[src/rtl/rr_sel_secuenciador_4_pkg.sv]
// Shared constants and FSM state type for the round-robin mux-select sequencer.
//   N_CH  : number of request channels feeding the 4:1 mux
//   SEL_W : width of the mux select / round-robin pointer
package rr_sel_secuenciador_4_pkg;

  localparam int unsigned N_CH  = 4;
  localparam int unsigned SEL_W = 2;

  typedef enum logic [1:0] {
    IDLE = 2'd0,
    ARB  = 2'd1,
    HOLD = 2'd2
  } state_e;

endpackage

[src/rtl/rr_sel_secuenciador_4_if.sv]
// Handshake/bus bundle between the sequencer and its environment.
//   i_en    : sequencer enable
//   i_req   : per-channel request, bit k = channel k has data
//   i_ready : downstream accepts the current beat
//   o_sel   : registered 4:1 mux select
//   o_grant : one-hot granted channel, 0 when none
//   o_valid : beat on the mux output is valid
//   o_wrap  : one-cycle pulse after a channel-3 burst ends
// master = environment side, slave = sequencer side.
interface rr_sel_secuenciador_4_if;
  import rr_sel_secuenciador_4_pkg::*;

  logic              i_en;
  logic [N_CH-1:0]   i_req;
  logic              i_ready;
  logic [SEL_W-1:0]  o_sel;
  logic [N_CH-1:0]   o_grant;
  logic              o_valid;
  logic              o_wrap;

  modport master (
    output i_en, i_req, i_ready,
    input  o_sel, o_grant, o_valid, o_wrap
  );

  modport slave (
    input  i_en, i_req, i_ready,
    output o_sel, o_grant, o_valid, o_wrap
  );

endinterface

[src/rtl/rr_prioridad_4.sv]
// Combinational rotating-priority picker: first requesting channel scanning
// ptr, ptr+1, ... modulo N_CH.
//   req_i     : request vector
//   ptr_i     : channel with highest priority this scan
//   found_c_o : at least one request is set
//   idx_c_o   : index of the chosen channel (0 when none found)
module rr_prioridad_4
  import rr_sel_secuenciador_4_pkg::*;
(
  input  logic [N_CH-1:0]  req_i,
  input  logic [SEL_W-1:0] ptr_i,
  output logic             found_c_o,
  output logic [SEL_W-1:0] idx_c_o
);

  logic [SEL_W-1:0] cand;

  // Scan from the farthest offset back to ptr so the nearest hit wins.
  always_comb begin
    found_c_o = 1'b0;
    idx_c_o   = '0;
    cand      = '0;
    for (int i = N_CH - 1; i >= 0; i--) begin
      cand = ptr_i + SEL_W'(i);
      if (req_i[cand]) begin
        found_c_o = 1'b1;
        idx_c_o   = cand;
      end
    end
  end

endmodule

[src/rtl/rr_sel_secuenciador_4.sv]
// Round-robin sequencer generating the select of the downstream 4:1 data mux.
// Grants one channel at a time for a burst of DWELL accepted beats.
//   i_clk : clock, rising edge
//   i_rst : synchronous active-high reset
//   bus   : handshake bundle (slave side), see rr_sel_secuenciador_4_if
module rr_sel_secuenciador_4
  import rr_sel_secuenciador_4_pkg::*;
#(
  parameter int unsigned DWELL = 4,
  parameter int unsigned CW    = 8
) (
  input  logic                    i_clk,
  input  logic                    i_rst,
  rr_sel_secuenciador_4_if.slave  bus
);

  state_e           state_q, state_d;
  logic [SEL_W-1:0] ptr_q, ptr_d;
  logic [SEL_W-1:0] sel_q, sel_d;
  logic [CW-1:0]    cnt_q, cnt_d;
  logic [N_CH-1:0]  grant_q, grant_d;
  logic             valid_q, valid_d;
  logic             wrap_q, wrap_d;

  logic             found_c;
  logic [SEL_W-1:0] idx_c;
  logic             accept_c;
  logic             burst_end_c;

  rr_prioridad_4 u_prioridad (
    .req_i     (bus.i_req),
    .ptr_i     (ptr_q),
    .found_c_o (found_c),
    .idx_c_o   (idx_c)
  );

  assign accept_c = valid_q & bus.i_ready;
  // Burst ends on its last accepted beat, or early when the granted request drops.
  assign burst_end_c = (accept_c && (cnt_q == '0)) || !bus.i_req[sel_q];

  // Next-state and output-register logic.
  always_comb begin
    state_d = state_q;
    ptr_d   = ptr_q;
    sel_d   = sel_q;
    cnt_d   = cnt_q;
    grant_d = grant_q;
    valid_d = valid_q;
    wrap_d  = 1'b0;
    case (state_q)
      IDLE: begin
        if (bus.i_en && (|bus.i_req)) state_d = ARB;
      end
      ARB: begin
        if (found_c) begin
          sel_d   = idx_c;
          grant_d = N_CH'(1) << idx_c;
          cnt_d   = CW'(DWELL - 1);
          valid_d = 1'b1;
          state_d = HOLD;
        end else begin
          state_d = IDLE;
        end
      end
      HOLD: begin
        if (burst_end_c) begin
          ptr_d   = sel_q + SEL_W'(1);
          valid_d = 1'b0;
          grant_d = '0;
          wrap_d  = (sel_q == SEL_W'(N_CH - 1));
          state_d = (bus.i_en && (|bus.i_req)) ? ARB : IDLE;
        end else if (accept_c) begin
          cnt_d = cnt_q - CW'(1);
        end
      end
      default: state_d = IDLE;
    endcase
  end

  // State and output registers.
  always_ff @(posedge i_clk) begin
    if (i_rst) begin
      state_q <= IDLE;
      ptr_q   <= '0;
      sel_q   <= '0;
      cnt_q   <= '0;
      grant_q <= '0;
      valid_q <= 1'b0;
      wrap_q  <= 1'b0;
    end else begin
      state_q <= state_d;
      ptr_q   <= ptr_d;
      sel_q   <= sel_d;
      cnt_q   <= cnt_d;
      grant_q <= grant_d;
      valid_q <= valid_d;
      wrap_q  <= wrap_d;
    end
  end

  assign bus.o_sel   = sel_q;
  assign bus.o_grant = grant_q;
  assign bus.o_valid = valid_q;
  assign bus.o_wrap  = wrap_q;

endmodule
[src/flat_wrapper.sv]
// flat-port wrapper written by rule: the top's interface ports become plain ports
module rr_sel_secuenciador_4_flat import rr_sel_secuenciador_4_pkg::*;
#(
  parameter int unsigned DWELL = 4,
  parameter int unsigned CW    = 8
)
  (i_clk, i_rst, bus_i_en, bus_i_req, bus_i_ready, bus_o_sel, bus_o_grant, bus_o_valid, bus_o_wrap);
  rr_sel_secuenciador_4_if bus_i ();
  input  logic i_clk;
  input  logic i_rst;
  input wire logic [$bits(bus_i.i_en)-1:0] bus_i_en;
  input wire logic [$bits(bus_i.i_req)-1:0] bus_i_req;
  input wire logic [$bits(bus_i.i_ready)-1:0] bus_i_ready;
  output wire logic [$bits(bus_i.o_sel)-1:0] bus_o_sel;
  output wire logic [$bits(bus_i.o_grant)-1:0] bus_o_grant;
  output wire logic [$bits(bus_i.o_valid)-1:0] bus_o_valid;
  output wire logic [$bits(bus_i.o_wrap)-1:0] bus_o_wrap;
  assign bus_i.i_en = bus_i_en;
  assign bus_i.i_req = bus_i_req;
  assign bus_i.i_ready = bus_i_ready;
  assign bus_o_sel = bus_i.o_sel;
  assign bus_o_grant = bus_i.o_grant;
  assign bus_o_valid = bus_i.o_valid;
  assign bus_o_wrap = bus_i.o_wrap;
  rr_sel_secuenciador_4 #(.DWELL(DWELL), .CW(CW)) u_core (.i_clk(i_clk), .i_rst(i_rst), .bus(bus_i));
endmodule
[config.mk]
export PLATFORM = sky130hd
export DESIGN_NAME = rr_sel_secuenciador_4_flat
export DESIGN_NICKNAME = d
export VERILOG_FILES = /design/src/rtl/rr_sel_secuenciador_4_pkg.sv /design/src/rtl/rr_sel_secuenciador_4_if.sv /design/src/rtl/rr_prioridad_4.sv /design/src/rtl/rr_sel_secuenciador_4.sv /design/src/flat_wrapper.sv
export SDC_FILE = /design/constraint.sdc
export NUM_CORES = 1
export LEC_CHECK = 0
export BUFFER_PORTS_ARGS = -buffer_cell sky130_fd_sc_hd__buf_2
export CORE_MARGIN = 2
export CORE_UTILIZATION = 55
export CTS_CLUSTER_DIAMETER = 30
export DETAILED_ROUTE_END_ITERATION = 8
export PLACE_DENSITY = 0.79
export SYNTH_ARGS = -nofsm -noshare
export SYNTH_HDL_FRONTEND = slang
export SYNTH_HIERARCHICAL = 1
export SYNTH_SLANG_ARGS = --single-unit
[constraint.sdc]
create_clock -name i_clk -period 3.5 [get_ports i_clk]
set_input_delay 0.175 -clock i_clk [delete_from_list [all_inputs] [get_ports i_clk]]
set_output_delay 0.175 -clock i_clk [all_outputs]
set_load 0.03 [all_outputs]
==> flow_summary.yaml, run 1 <==
outcome:
  status: "finished clean"
timing:
  finalCritPeriodShare_pct: 56.6
  setup-violations-final: 0
  tns_ns: 0
  finClkSkew_ns: 0.00597
  hold_ws_ns: 0.212
  hold_viol_final: 0
  period_needed_ns: 1.98
  maxSlewViolCount: 0
  clock.fmax_mhz: 505
  rsz0062_at_grt: "false"
  tightest_slew_ns: 0.485
  setup_ws_ns: 1.52
  slew_headroom_pct: 67.7
clock_tree:
  clock-sinks: 20
  cts_tree: "built"
  clk_pin_slew_ns: 0.12
  h-tree-depth: 1
  clk-insertion-delay-late_ns: 0.31
  clk_path_buf_depth: 2
  root_buffer: "clkbuf_4"
  post_cts_buffers: 0
  hold_buffers: 0
  cts_buffers: 3
  cts_resized: 0
logic_synthesis:
  syn_inst: 120
  ys_ff_latch: 20
  yosysSeqAreaShare_pct: 36.2
  async_flop_share_pct: 0
  synth_area_sq_um: 1110
  synth_top_flop_cell: "dfxtp_1"
  synthesis.nets: 131
  synth_edf_count: 0
  synth.avg_cell_area_sq_um: 9.22
  yosysWarnings: 6
  synth.distinct_cells: 37
run:
  max_cap_violations: 0
critical_path:
  cp-end-kind: "flop"
  cp_max_fo: 8
  r2r-start: "u_core/cnt_q[2]$_SDFFE_PP0P_"
  r2r_cells: 4
  cp.arrival_ns: 2.19
  crit_type: "reg2reg"
  required_ns: 3.71
  start_kind: "flop"
  critPathLaunch: "u_core/cnt_q[2]$_SDFFE_PP0P_"
detailed_routing:
  drt.antenna.violating_nets: 0
  vias: 977
  viasPerCell: 6.11
  route.detailed.drc: 0
  wl_microns: 2280
  drtPass1Iterations: 4
  drt_iter0_drc: 25
  route.detailed.wl_per_inst_microns: 14.3
floorplan:
  die_w_microns: 48.8
  ios: 16
  dieArea_sq_um: 2390
  initial_core_util_pct: 57.6
  core_area_sq_um: 1920
  die_h_microns: 48.8
  rows: 16
layout:
  nets: 145
  drive_gt1_share_pct: 27.1
  antenna_cells: 0
  fin_util_pct: 63.5
  synthToLayoutAreaGrowth_pct: 10.4
  final_common_cell: "dfxtp_1"
  fill_cells: 178
  layout.cells.most_common_list: "20 x dfxtp_1, 15 x buf_2, 13 x nor2_1, 8 x nand2_1"
place:
  io_buffers: 15
  dp_hpwl_microns: 1620
  pre_cts_slack_ns: 1.54
  globalplace.congestion: 0.877
global_routing:
  overflow: 0
  antenna_found_initial: 0
  busiest_layer: "met2"
  met3_usage_pct: 3.68
  grt_pass1_vias: 802
  grt_use_met1_pct: 25.7
  grt_util_met2_pct: 32.2
  grt_max_degree: 34
  grtUsageTotal_pct: 19.9
  grt_pass1_wl_microns: 3660
power_and_ir_drop:
  swShare_pct: 27.3
  intPower_uw: 324
  irDropWorstVdd_mv: 0.253
  seq_power_share_pct: 54.3
  power_switching_uw: 122
  combPwrFrac_pct: 14.9
  p_per_area_nw_per_um2: 365
  p_leak_nw: 0.471
  clkPwrFrac_pct: 30.9
min_path:
  hold_class: "in2reg"
  whs_path_depth: 3
  min-delay-start: "bus_i_en"
## registers in the layout (all words and copies together), names as in the netlist
| name | cells |
|---|---|
| u_core/ptr_q | 2 |
| u_core/bus.o_valid | 1 |
| u_core/bus.o_grant | 4 |
| u_core/state_q | 2 |
| u_core/bus.o_sel | 2 |
| u_core/cnt_q | 8 |
| u_core/bus.o_wrap | 1 |
## worst max-delay path, cell delays in order, from the launching register on
cell,delay [ns]
dfxtp_1,0.37
or4_4,0.58
o31a_4,0.40
nor2b_4,0.22
mux2_4,0.31
## cells in the mapped netlist (2+ instances only)
| cell type | number | share of area, % |
|---|---|---|
| a21oi_1 | 6 | 2.7 |
| nand4_1 | 3 | 1.7 |
| nand2b_1 | 5 | 2.8 |
| nand3b_1 | 6 | 4.1 |
| inv_1 | 3 | 1.0 |
| nand2_1 | 8 | 2.7 |
| mux2i_1 | 2 | 1.8 |
| nor2b_1 | 2 | 1.1 |
| o21ai_0 | 3 | 1.4 |
| clkbuf_1 | 5 | 1.7 |
| or4b_2 | 3 | 2.7 |
| nor3_1 | 4 | 1.8 |
| nor2_1 | 13 | 4.4 |
| nor3b_1 | 6 | 4.1 |
| nand4b_1 | 2 | 1.6 |
| mux2_2 | 5 | 5.1 |
| a211oi_1 | 3 | 2.0 |
| ha_1 | 3 | 3.4 |
| dfxtp_1 | 20 | 36 |
## through the flow
step	instances	power, mW	area [sq um]
detailed placement	156	0.312	1180
floorplan	120	0.294	1110
finish	160	0.446	1220
CTS	160	0.448	1220
global placement	156	0.310	1180
global route	160	0.466	1220
## power groups by stage
stage | clock (mW) | sequential, mW | combinational, mW
after floorplan | 0 | 0.251 | 0.0428
after global placement | 0 | 0.246 | 0.0634
after detailed placement | 0 | 0.247 | 0.0656
after CTS | 0.141 | 0.242 | 0.0658
after global routing | 0.151 | 0.243 | 0.0723
final | 0.137 | 0.242 | 0.0663
## final cells by class
type / instances / area [sq um] / area share (%)
Tap cell: 27 / 33.8 / 2.77
Sequential cell: 20 / 400 / 32.8
Clock buffer: 4 / 36.3 / 2.97
Multi-Input combinational cell: 91 / 664 / 54.4
Inverter: 3 / 11.3 / 0.922
Timing Repair Buffer: 15 / 75.1 / 6.15
## metal layers
layer / up-vias / share of wire [%]
met5: - / 0
met4: 0 / 1.5
met3: 4 / 3.9
met2: 20 / 50
met1: 479 / 44
li1: 474 / -
## path summary, 6_finish.rpt
check        slack (ns)                             end
max                1.52    u_core/ptr_q[0]$_SDFFE_PP0P_
min                0.21  u_core/state_q[0]$_SDFFE_PP0P_
max reg2reg        1.52    u_core/ptr_q[0]$_SDFFE_PP0P_
min reg2reg        0.50  u_core/state_q[0]$_SDFFE_PP0P_
## logic make-up after synthesis
| kind of cell | after synthesis | synth area share [%] |
|---|---|---|
| simple gates | 61 | 34.4 |
| fa+ha+maj | 3 | 3.39 |
| mux | 9 | 10.3 |
| buf+inv | 9 | 3.73 |
| compound gates | 18 | 12.0 |
| flops | 20 | 36.2 |
Note: power is estimated with default switching activity, not from simulation.
==> inputs of run 2 (changes only) <==
--- a/config.mk
+++ b/config.mk
@@ -7,10 +7,10 @@
 export LEC_CHECK = 0
 export BUFFER_PORTS_ARGS = -buffer_cell sky130_fd_sc_hd__buf_2
 export CORE_MARGIN = 2
-export CORE_UTILIZATION = 55
+export CORE_UTILIZATION = 50
 export CTS_CLUSTER_DIAMETER = 30
 export DETAILED_ROUTE_END_ITERATION = 8
-export PLACE_DENSITY = 0.79
+export PLACE_DENSITY = 0.76
 export SYNTH_ARGS = -nofsm -noshare
 export SYNTH_HDL_FRONTEND = slang
 export SYNTH_HIERARCHICAL = 1
==> constraint.sdc (replaced) <==
create_clock -name i_clk -period 1.8 [get_ports i_clk]
set_input_delay 0.09 -clock i_clk [delete_from_list [all_inputs] [get_ports i_clk]]
set_output_delay 0.09 -clock i_clk [all_outputs]
set_load 0.03 [all_outputs]
==> run 2 against run 1 <==
  * Via count decreased by 2.4%
  * Critical path depth unchanged
  * Cell count increased by 3.1%
  * Clock power increased to 2.7 times the previous value
  * Register-to-register slack got worse by 1.5 ns
  * Clock-buffer cell count decreased by 1
  * Utilization decreased by 3.6 points
  * Routed wire length increased by 2.9%
  * Worst hold slack got worse by 0.064 ns
  * Critical endpoint is now u_core/cnt_q[5]$_SDFFE_PP0P_
  * Clock skew decreased by 0.0012 ns
  * Sequential cell count unchanged
  * Largest power group unchanged
  * Non-clock buffer count increased by 4
==> flow_summary.yaml, run 2 (synthesized netlist as in run 1, its figures left out) <==
detailed_routing:
  met2_length_microns: 1150
  drt-met1-wl_microns: 1080
  route.met3.wl_microns: 97
  drtPass1Iterations: 4
  drt_iter0_drc: 20
  vias: 954
  wl_microns: 2350
  viasPerCell: 5.78
  drt.antenna.violating_nets: 0
  route.detailed.drc: 0
  top_layer_used: "met4"
  route.detailed.wl_per_inst_microns: 14.2
place:
  globalplace.congestion: 0.763
  io_buffers: 15
  dp_hpwl_microns: 1670
  pre_cts_slack_ns: 0.0196
  placedCellCount: 161
floorplan:
  ios: 16
  dieArea_sq_um: 2600
  rows: 17
  die_h_microns: 51.0
  die_w_microns: 51.0
  core_area_sq_um: 2150
  initial_core_util_pct: 51.5
global_routing:
  grtUsageTotal_pct: 19.1
  grt_pass1_wl_microns: 3680
  grt_pass1_vias: 828
  grt_max_degree: 34
  antenna_found_initial: 0
  overflow: 0
clock_tree:
  hold_buffers: 0
  post_cts_buffers: 0
  clk_path_buf_depth: 2
  root_buffer: "clkbuf_4"
  clock-sinks: 20
  cts_buffers: 3
  h-tree-depth: 1
  cts_tree: "built"
  cts_resized: 0
  clk-insertion-delay-late_ns: 0.30
  clk_pin_slew_ns: 0.11
timing:
  finClkSkew_ns: 0.00472
  rsz0062_at_grt: "true"
  maxSlewViolCount: 0
  setup_ws_ns: 0.00711
  hold_viol_final: 0
  finalCritPeriodShare_pct: 99.6
  setup-violations-final: 0
  slew_headroom_pct: 67.8
  period_needed_ns: 1.79
  tightest_slew_ns: 0.483
  clock.fmax_mhz: 558
critical_path:
  critPathMaxStageDelay_ns: 0.56
  critPathBufInv: 0
  worst-path-stages: 4
  crit_type: "reg2reg"
  cp_max_fo: 8
  cp-end-kind: "flop"
  cp_slowest_cell: "or4_4"
  crit_family: "simple AND/OR/NAND/NOR gates"
  start_kind: "flop"
  cp_cell_sequence: "or4_4 > o31a_4 > nand4_1 > mux2_2"
  cp.arrival_ns: 1.99
  r2r_cells: 4
  required_ns: 2.00
min_path:
  hold_class: "in2reg"
  whs_path_depth: 3
layout:
  final_common_cell: "dfxtp_1"
  largest_register_ff_count: 8
  nets: 149
  synthToLayoutAreaGrowth_pct: 16.5
  final_cells: 165
  layout.cells.most_common_list: "16 x dfxtp_1, 15 x buf_2, 13 x nor2_1, 8 x nand2_1"
  fin_util_pct: 60.0
  antenna_cells: 0
  regMostFlops: "u_core/cnt_q"
  drive_gt1_share_pct: 32.1
power_and_ir_drop:
  clkPwrFrac_pct: 37.8
  combPwrFrac_pct: 13.9
  seq_power_share_pct: 48.4
  intPower_uw: 735
  p_leak_nw: 0.512
  p_per_area_nw_per_um2: 753
  power_switching_uw: 235
  swShare_pct: 24.3
  irDropWorstVdd_mv: 0.392
outcome:
  status: "finished clean"
run:
  max_cap_violations: 0
[run 2: cell count changes in the layout (fill, tap and decap cells not counted)]
| cell | before | now |
|---|---|---|
| dfxtp_1 | 20 | 16 |
| bufinv_16 | 0 | 1 |
| dfxtp_2 | 0 | 4 |
| buf_4 | 0 | 3 |
| mux2_4 | 1 | 4 |
| clkbuf_8 | 1 | 0 |
| buf_6 | 0 | 1 |
| mux2_2 | 5 | 2 |
[run 2: cell type report]
cell class | count | area (sq um)
Fill cell | 202 | 860
Timing Repair Buffer | 19 | 109
Tap cell | 28 | 35.0
Clock buffer | 3 | 22.5
Sequential cell | 20 | 405
Clock inverter | 1 | 30.0
Multi-Input combinational cell | 91 | 676
Inverter | 3 | 11.3
[run 2: power by group through the flow]
stage | logic, mW | registers (mW) | clock network [mW]
3_3_place_gp | 0.128 | 0.479 | 0
6_report | 0.134 | 0.470 | 0.367
4_1_cts | 0.133 | 0.470 | 0.377
2_1_floorplan | 0.0833 | 0.489 | 0
3_5_place_dp | 0.132 | 0.480 | 0
5_1_grt | 0.147 | 0.472 | 0.387
[run 2: tightest hold or removal path, cell delays in order]
cell and delay, ns:
buf_2 0.10, or4b_2 0.19, a21oi_1 0.03
[run 2: path summary, 6_finish.rpt]
path	slack, ns	end	from
max	0.007	u_core/cnt_q[5]$_SDFFE_PP0P_	u_core/cnt_q[5]$_SDFFE_PP0P_
min reg2reg	0.49	u_core/state_q[0]$_SDFFE_PP0P_	u_core/state_q[1]$_SDFFE_PP0P_
min	0.15	u_core/state_q[0]$_SDFFE_PP0P_	bus_i_en
max reg2reg	0.007	u_core/cnt_q[5]$_SDFFE_PP0P_	u_core/cnt_q[5]$_SDFFE_PP0P_
[run 2: metrics by stage]
| step | power, mW | setup TNS (ns) | instance area (sq um) | hold WS [ns] |
|---|---|---|---|---|
| after CTS | 0.979 | 0 | 1270 | 0.134 |
| after global routing | 1.01 | -0.190 | 1290 | 0.138 |
| after floorplan | 0.572 | 0 | 1110 | 0.257 |
| after detailed placement | 0.611 | 0 | 1220 | 0.463 |
| after global placement | 0.607 | 0 | 1220 | 0.464 |
| final | 0.971 | 0 | 1290 | 0.148 |
[run 2: routing by layer]
layer	up-vias	track usage, %
li1	472	-
met1	456	23.4
met2	22	32.7
met3	4	3.51
met4	0	8.11
met5	-	0
==> inputs of run 3 (changes only) <==
--- a/config.mk
+++ b/config.mk
@@ -6,11 +6,13 @@
 export NUM_CORES = 1
 export LEC_CHECK = 0
 export BUFFER_PORTS_ARGS = -buffer_cell sky130_fd_sc_hd__buf_2
+export CORE_ASPECT_RATIO = 0.9
 export CORE_MARGIN = 2
 export CORE_UTILIZATION = 50
 export CTS_CLUSTER_DIAMETER = 30
 export DETAILED_ROUTE_END_ITERATION = 8
 export PLACE_DENSITY = 0.76
+export SKIP_CTS_REPAIR_TIMING = 1
 export SYNTH_ARGS = -nofsm -noshare
 export SYNTH_HDL_FRONTEND = slang
 export SYNTH_HIERARCHICAL = 1
==> run 3 against run 2 <==
  * Critical path depth did not move
  * Critical endpoint is now u_core/ptr_q[0]$_SDFFE_PP0P_
  * Largest cell class unchanged
  * Clock power is 1% higher
  * Fmax is 0.19% higher
  * Highest routed layer unchanged
==> flow_summary.yaml, run 3 (synthesized netlist as in run 1, its figures left out) <==
outcome:
  status: "finished clean"
detailed_routing:
  drt.antenna.violating_nets: 0
  viasPerCell: 5.81
  wl_microns: 2350
  route.detailed.wl_per_inst_microns: 14.2
  vias: 958
  drt_iter0_drc: 13
  route.detailed.drc: 0
  drtPass1Iterations: 4
floorplan:
  die_w_microns: 53.6
  rows: 16
  core_area_sq_um: 2140
  dieArea_sq_um: 2600
  ios: 16
  die_h_microns: 48.6
  initial_core_util_pct: 51.6
min_path:
  hold_class: "in2reg"
  min-delay-start: "bus_i_en"
clock_tree:
  h-tree-depth: 1
  cts_tree: "built"
  cts_buffers: 3
  root_buffer: "clkbuf_4"
  clk-insertion-delay-late_ns: 0.31
  clk_path_buf_depth: 2
  clock-sinks: 20
  clk_pin_slew_ns: 0.12
layout:
  layout.cells.most_common_list: "16 x dfxtp_1, 15 x buf_2, 12 x nor2_1, 8 x nand2_1"
  regMostFlops: "u_core/cnt_q"
  largest_register_ff_count: 8
  nets: 150
  multi_input_area_sq_um: 687
  seqCellArea_sq_um: 405
  synthToLayoutAreaGrowth_pct: 18.1
  final_common_cell: "dfxtp_1"
  fin_util_pct: 61.0
  final_cells: 165
  antenna_cells: 0
  drive_gt1_share_pct: 34.1
  fill_cells: 188
  fin_area_sq_um: 1310
critical_path:
  cp.arrival_ns: 1.99
  critPathLaunch: "u_core/cnt_q[5]$_SDFFE_PP0P_"
  crit_type: "reg2reg"
  start_kind: "flop"
  cp-end-kind: "flop"
  cp_max_fo: 8
  required_ns: 2.00
  r2r-start: "u_core/cnt_q[5]$_SDFFE_PP0P_"
timing:
  hold_viol_final: 0
  period_needed_ns: 1.79
  finClkSkew_ns: 0.00738
  tns_ns: 0
  slew_headroom_pct: 69.1
  rsz0062_at_grt: "true"
  finalCritPeriodShare_pct: 99.4
  clock.fmax_mhz: 559
  setup-violations-final: 0
  tightest_slew_ns: 0.463
  maxSlewViolCount: 0
power_and_ir_drop:
  p_per_area_nw_per_um2: 750
  irDropWorstVdd_mv: 0.466
  p_leak_nw: 0.521
place:
  io_buffers: 15
  globalplace.congestion: 0.848
  dp_hpwl_microns: 1640
  placedCellCount: 161
  place_area_sq_um: 1220
global_routing:
  grt_max_degree: 34
  grtUsageTotal_pct: 19.0
  grt_pass1_vias: 846
  antenna_found_initial: 0
  overflow: 0
  grt_pass1_wl_microns: 3630
run:
  max_cap_violations: 0
[run 3: cell types whose count changed in the layout (fill, tap and decap cells not counted)]
| cell | change |
|---|---|
| buf_4 | +1 |
| a211oi_1 | -1 |
| mux2_4 | +1 |
| nor2_2 | +1 |
| mux2_2 | -1 |
| a211oi_2 | +1 |
| nor2_1 | -1 |
[run 3: metrics by stage]
step / hold slack [ns] / power (mW) / setup WS, ns
after global placement: 0.460 / 0.610 / 0.0591
after floorplan: 0.257 / 0.572 / 0.000697
after CTS: 0.129 / 0.987 / -0.00285
after detailed placement: 0.473 / 0.614 / 0.0231
final: 0.145 / 0.979 / 0.0105
after global routing: 0.116 / 1.02 / -0.0379
[run 3: critical path, cell delays in order (launching register included)]
cell and delay (ns):
dfxtp_2 0.35, or4_4 0.56, o31a_4 0.34, nor2b_4 0.14
mux2_4 0.30
[run 3: worst paths after layout]
kind	to	slack, ns	cells after the start
worst min-delay path	u_core/state_q[0]$_SDFFE_PP0P_	0.15	3
worst max-delay path	u_core/ptr_q[0]$_SDFFE_PP0P_	0.01	4
worst max register to register	u_core/ptr_q[0]$_SDFFE_PP0P_	0.01	4
worst min register to register	u_core/bus.o_grant[2]$_SDFFE_PP0P_	0.50	2
[run 3: layout make-up]
cell class / instances / area share (%)
clock inverters: 1 / 2.30
repair buffers: 20 / 8.91
well taps: 27 / 2.59
clock buffers: 3 / 1.72
inverters: 3 / 0.862
flip-flops and latches: 20 / 31.0
multi-input cells: 91 / 52.6
[run 3: where the power goes]
part           internal, mW  switching (mW)
Sequential            0.456          0.0118
Clock                 0.225           0.145
Combinational        0.0567          0.0837
Total                 0.738           0.241
[run 3: layer usage]
| metal | vias up | GRT usage [%] | share of wire [%] |
|---|---|---|---|
| met5 | - | 0 | 0 |
| met3 | 4 | 3.70 | 3.1 |
| met2 | 15 | 28.8 | 48 |
| li1 | 484 | - | - |
| met1 | 455 | 25.5 | 48 |
| met4 | 0 | 8.97 | 1.1 |
